$ cat src/rtl/mem_access_ctrl.sv
// Memory-interface stage between the CPU bus and a 512x32 RAM: holds MAR and the
// write-data register, sequences read/write strobes with optional wait states.
module mem_access_ctrl #(
    parameter int ADDR_W      = 9,
    parameter int DATA_W      = 32,
    parameter int WAIT_CYCLES = 0
) (
    input  logic              clk,
    input  logic              clr,
    input  logic              req,
    input  logic              we,
    input  logic [31:0]       addr_in,
    input  logic [DATA_W-1:0] wdata,
    output logic [DATA_W-1:0] rdata,
    output logic              busy,
    output logic              done,
    output logic              addr_err,
    output logic              ram_read,
    output logic              ram_write,
    output logic [ADDR_W-1:0] ram_addr,
    output logic [DATA_W-1:0] ram_wdata,
    input  logic [DATA_W-1:0] ram_rdata
);

    typedef enum logic [2:0] {
        S_IDLE   = 3'd0,
        S_WAIT   = 3'd1,
        S_ACCESS = 3'd2,
        S_DONE   = 3'd3,
        S_ERR    = 3'd4
    } state_t;

    localparam logic [3:0] WAIT_INIT = (WAIT_CYCLES > 0) ? 4'(WAIT_CYCLES - 1) : 4'd0;
    localparam logic       NO_WAIT   = (WAIT_CYCLES == 0);

    state_t              state_q, state_d;
    logic [3:0]          cnt_q, cnt_d;
    logic [ADDR_W-1:0]   mar_q, mar_d;
    logic [DATA_W-1:0]   wdata_q, wdata_d;
    logic                op_q, op_d;
    logic [DATA_W-1:0]   rdata_q, rdata_d;
    logic                addr_err_q, addr_err_d;
    logic                busy_q, done_q, ram_read_q, ram_write_q;
    logic                addr_oor_s;

    // Any bit set above the RAM word-address range makes the request malformed.
    assign addr_oor_s = ((addr_in >> ADDR_W) != 32'd0);

    // Next-state and datapath-register update logic.
    always_comb begin
        state_d    = state_q;
        cnt_d      = cnt_q;
        mar_d      = mar_q;
        wdata_d    = wdata_q;
        op_d       = op_q;
        rdata_d    = rdata_q;
        addr_err_d = addr_err_q;
        case (state_q)
            S_IDLE: begin
                if (req) begin
                    mar_d      = addr_in[ADDR_W-1:0];
                    wdata_d    = wdata;
                    op_d       = we;
                    addr_err_d = 1'b0;
                    if (addr_oor_s) begin
                        state_d = S_ERR;
                    end else if (NO_WAIT) begin
                        state_d = S_ACCESS;
                    end else begin
                        state_d = S_WAIT;
                        cnt_d   = WAIT_INIT;
                    end
                end else begin
                    state_d = S_IDLE;
                end
            end
            S_WAIT: begin
                if (cnt_q == 4'd0) begin
                    state_d = S_ACCESS;
                end else begin
                    cnt_d = cnt_q - 4'd1;
                end
            end
            S_ACCESS: begin
                if (!op_q) begin
                    rdata_d = ram_rdata;
                end else begin
                    rdata_d = rdata_q;
                end
                state_d = S_DONE;
            end
            S_ERR: begin
                addr_err_d = 1'b1;
                state_d    = S_DONE;
            end
            S_DONE: begin
                state_d = S_IDLE;
            end
            default: begin
                state_d = S_IDLE;
            end
        endcase
    end

    // State and register update; status/strobe outputs are registered from next state.
    always_ff @(posedge clk) begin
        if (clr) begin
            state_q     <= S_IDLE;
            cnt_q       <= 4'd0;
            mar_q       <= '0;
            wdata_q     <= '0;
            op_q        <= 1'b0;
            rdata_q     <= '0;
            addr_err_q  <= 1'b0;
            busy_q      <= 1'b0;
            done_q      <= 1'b0;
            ram_read_q  <= 1'b0;
            ram_write_q <= 1'b0;
        end else begin
            state_q     <= state_d;
            cnt_q       <= cnt_d;
            mar_q       <= mar_d;
            wdata_q     <= wdata_d;
            op_q        <= op_d;
            rdata_q     <= rdata_d;
            addr_err_q  <= addr_err_d;
            busy_q      <= (state_d != S_IDLE);
            done_q      <= (state_d == S_DONE);
            ram_read_q  <= (state_d == S_ACCESS) && !op_d;
            ram_write_q <= (state_d == S_ACCESS) && op_d;
        end
    end

    assign rdata     = rdata_q;
    assign busy      = busy_q;
    assign done      = done_q;
    assign addr_err  = addr_err_q;
    assign ram_read  = ram_read_q;
    assign ram_write = ram_write_q;
    assign ram_addr  = mar_q;
    assign ram_wdata = wdata_q;

endmodule

$ cat config.mk
export PLATFORM = sky130hd
export DESIGN_NAME = mem_access_ctrl
export DESIGN_NICKNAME = d
export VERILOG_FILES = /design/src/rtl/mem_access_ctrl.sv
export SDC_FILE = /design/constraint.sdc
export NUM_CORES = 1
export LEC_CHECK = 0
export BUFFER_PORTS_ARGS = -buffer_cell sky130_fd_sc_hd__buf_2
export CORE_ASPECT_RATIO = 0.5
export CORE_MARGIN = 10
export CORE_UTILIZATION = 44
export CTS_CLUSTER_DIAMETER = 30
export CTS_CLUSTER_SIZE = 30
export DETAILED_ROUTE_END_ITERATION = 16
export GPL_TIMING_DRIVEN = 0
export HOLD_SLACK_MARGIN = 0.06
export PLACE_DENSITY = 0.85
export SLEW_MARGIN = 15
export SYNTH_ARGS = -nofsm -noshare
export SYNTH_HDL_FRONTEND = slang
export SYNTH_SLANG_ARGS = --single-unit
export TNS_END_PERCENT = 1
$ cat constraint.sdc
create_clock -name clk -period 1.56 [get_ports clk]
set_input_delay 0.234 -clock clk [delete_from_list [all_inputs] [get_ports clk]]
set_output_delay 0.234 -clock clk [all_outputs]
set_load 0.05 [all_outputs]
==> summary.md <==
| Metric | Value |
|---|---|
| Status | finished, final reports clean |
| Async set-reset flop share out of synthesis | 0% |
| Final Slew Violations | 0 |
| Setup Viol. Count Final | 0 |
| Pwr Density | 1850 nW/um^2 |
| Crit path launch type | register |
| Most common cell after layout, fill and taps aside | buf_2 |
| Power Total | 8.49 mW |
| Crit end category | register |
| Die Width | 140 um |
| Max_cap viols | 0 |
| Vias in the first global route | 3,234 |
| Antenna violation net count after detailed routing | 0 |
| Yosys reg bits | 86 |
| Global-route wire length before repair | 15,500 um |
| Setup TNS Final | 0 ns |
| Mapped Cells | 392 |
| # diodes | 0 |
| Filler cells | 578 |
| Synth cell types | 33 |
| Fin nets | 684 |
| I/O Pins | 178 |
| Clock slew at reported path FFs | 0.06 ns |
| Sink Count | 86 |
| Worst setup margin | 0.0392 ns |
| H-tree depth | 3 |
| Placed cells | 660 |
| DRT Pass-1 Iters | 5 |
| Die height | 79.9 um |
| Worst stage delay on the critical path | 0.41 ns |
| Largest net degree at the start of global routing | 14 |
| Initial antenna violation count | 0 |
| Detail Placement HPWL | 7630 um |
| CP Max Fanout | 4 |
| Worst Max-Slew Pin Slew | 0.596 ns |
| Share of layout cells above drive strength 1 | 39.8% |
| Layout Skew | 0.00666 ns |
| Initial Util | 46.3% |
| Final WL | 10,300 um |
| EDFF count, synth | 0 |
| Die area | 11,200 sq um |
| M1 WL | 4070 um |
| Cell Area, Synth | 3160 sq um |
| Clock Tree Buf Depth | 2 |
| Total CTS buffers | 9 |
| Core area | 6830 sq um |
| Mapped Nets | 493 |
| Relative slew slack | 60.3% |
| Core Util, Final | 67.3% |
| Crit path DAT | 1.77 ns |
| Dpl cell area | 4160 sq um |
| Final Instance Area | 4600 sq um |
| Peak supply drop | 0.000817 V |
| GP Congestion | 0.785 |
| P&R area growth vs syn | 45.5% |
| Pre-CTS setup slack | -0.0381 ns |
| Drt wl/cell | 15.1 um |
| Drt drc | 0 |
| Top sig layer | met4 |
| CTS tree | built |
| DRT iter0 DRCs | 157 |
| Final Hold Vio Count | 0 |
| Port Buffers | 176 |
| RSZ-0062 raised after global routing | yes |
| Met3 wire length | 686 um |
| Routed vias/inst | 4.79 |
| Met2 WL | 5340 um |
| Critical path cell sequence | inv_2 > ha_4 > or3b_4 > o22ai_4 > nand2b_1 > a211oi_2 |
| Fmax | 658 MHz |
| Global Route Usage Sum | 16.8% |
| CP Data Required Time | 1.81 ns |
| Worst hold path class | in2reg |
| Sequential fraction of the synthesis area | 54.5% |
| Clock Root Buffer | clkbuf_16 |
| YS warnings | 0 |
| Final Non-Filler Cells | 680 |
| Vias | 3,254 |
| Pleak | 2.13 nW |
| Part of the cycle the worst path needs | 97.5% |
| Placement row count | 21 |
| Setup CP Type | reg2reg |
| Hold Slack | 0.137 ns |
| Minimum clock period | 1.52 ns |
| Commonest cells after routing, fill and taps aside | 183 x buf_2, 150 x nand2_1, 83 x dfxtp_1 |
| Syn avg cell area | 8.07 sq um |
| Global route overflow | 0 |
| Slowest cell on crit path | or3b_4 |
| Clk Latency, worst-skew pair | 0.33 ns |
| Top_reg_cell synth | dfxtp_1 |
==> state kept, by name (all words and copies together) (netlist names) <==
name,count
state_q,3
busy,1
cnt_q,4
done,1
ram_wdata,32
ram_addr,9
addr_err,1
ram_write,1
rdata,32
op_q,1
ram_read,1
==> worst paths after layout <==
path / end / cells past startpoint / slack [ns] / from
setup / recovery: ram_read$_SDFF_PP0_ / 6 / 0.04 / cnt_q[1]$_SDFFE_PP0P_
hold / removal: ram_wdata[7]$_SDFFE_PP0P_ / 3 / 0.14 / wdata[7]
setup reg to reg: ram_read$_SDFF_PP0_ / 6 / 0.04 / cnt_q[1]$_SDFFE_PP0P_
hold reg to reg: ram_wdata[15]$_SDFFE_PP0P_ / 2 / 0.45 / ram_wdata[15]$_SDFFE_PP0P_
==> synth_stat cells (3+ instances only) <==
| master | number | area [sq um] |
|---|---|---|
| a211oi_1 | 3 | 22.5 |
| a21oi_1 | 75 | 375 |
| buf_2 | 18 | 90.1 |
| clkbuf_1 | 11 | 41.3 |
| dfxtp_1 | 86 | 1720 |
| nand2_1 | 150 | 563 |
| nor2_1 | 10 | 37.5 |
| nor3_1 | 4 | 20.0 |
| nor4_1 | 3 | 18.8 |
==> power breakdown <==
group / switching (mW) / internal [mW]
Sequential: 0.203 / 2.60
Combinational: 2.47 / 0.975
Clock: 0.803 / 1.44
Total: 3.47 / 5.02
==> layout make-up <==
type / instances / area (sq um) / area share [%]
Timing Repair Buffer: 182 / 930 / 20.2
Sequential cell: 86 / 1730 / 37.6
Clock inverter: 4 / 70.1 / 1.52
Multi-Input combinational cell: 275 / 1350 / 29.4
Inverter: 2 / 7.51 / 0.163
Tap cell: 92 / 115 / 2.50
Buffer: 27 / 151 / 3.29
Clock buffer: 12 / 246 / 5.36
==> critical path: cells and delay by family (launching register included) <==
kind	cells	cell delay, ns
adder cells (fa/ha/maj)	1	0.13
AO/OA/AOI/OAI	2	0.41
buffers and inverters	1	0.06
flip-flops	1	0.33
AND/OR/NAND/NOR	2	0.51
==> routing by layer <==
layer / global-route usage [%] / vias to the layer above
met3: 5.76 / 19
met1: 17.8 / 1471
met4: 5.84 / 0
met2: 30.8 / 107
li1: - / 1657
met5: 0 / -
==> kinds of logic (layout without fill, tap and decap cells) <==
logic type	count (synthesis)	after routing	share of synthesized area, %
xor+xnor	4	4	1.11
simple gates	187	187	25.7
fa+ha+maj	1	1	0.396
flops	86	86	54.5
compound gates	83	83	13.9
buf+inv	31	227	4.39
==> what timing repair did <==
| item | CTS | global route |
|---|---|---|
| pin swaps | 1 | 4 |
| hold endpoints to repair | 0 | 0 |
| endpoints found under the setup margin | 70 | 76 |
| resized for setup | 9 | 20 |
| setup buffers | 0 | 6 |
| hold buffers | 0 | 0 |
Power figures use the tool's default switching activity.
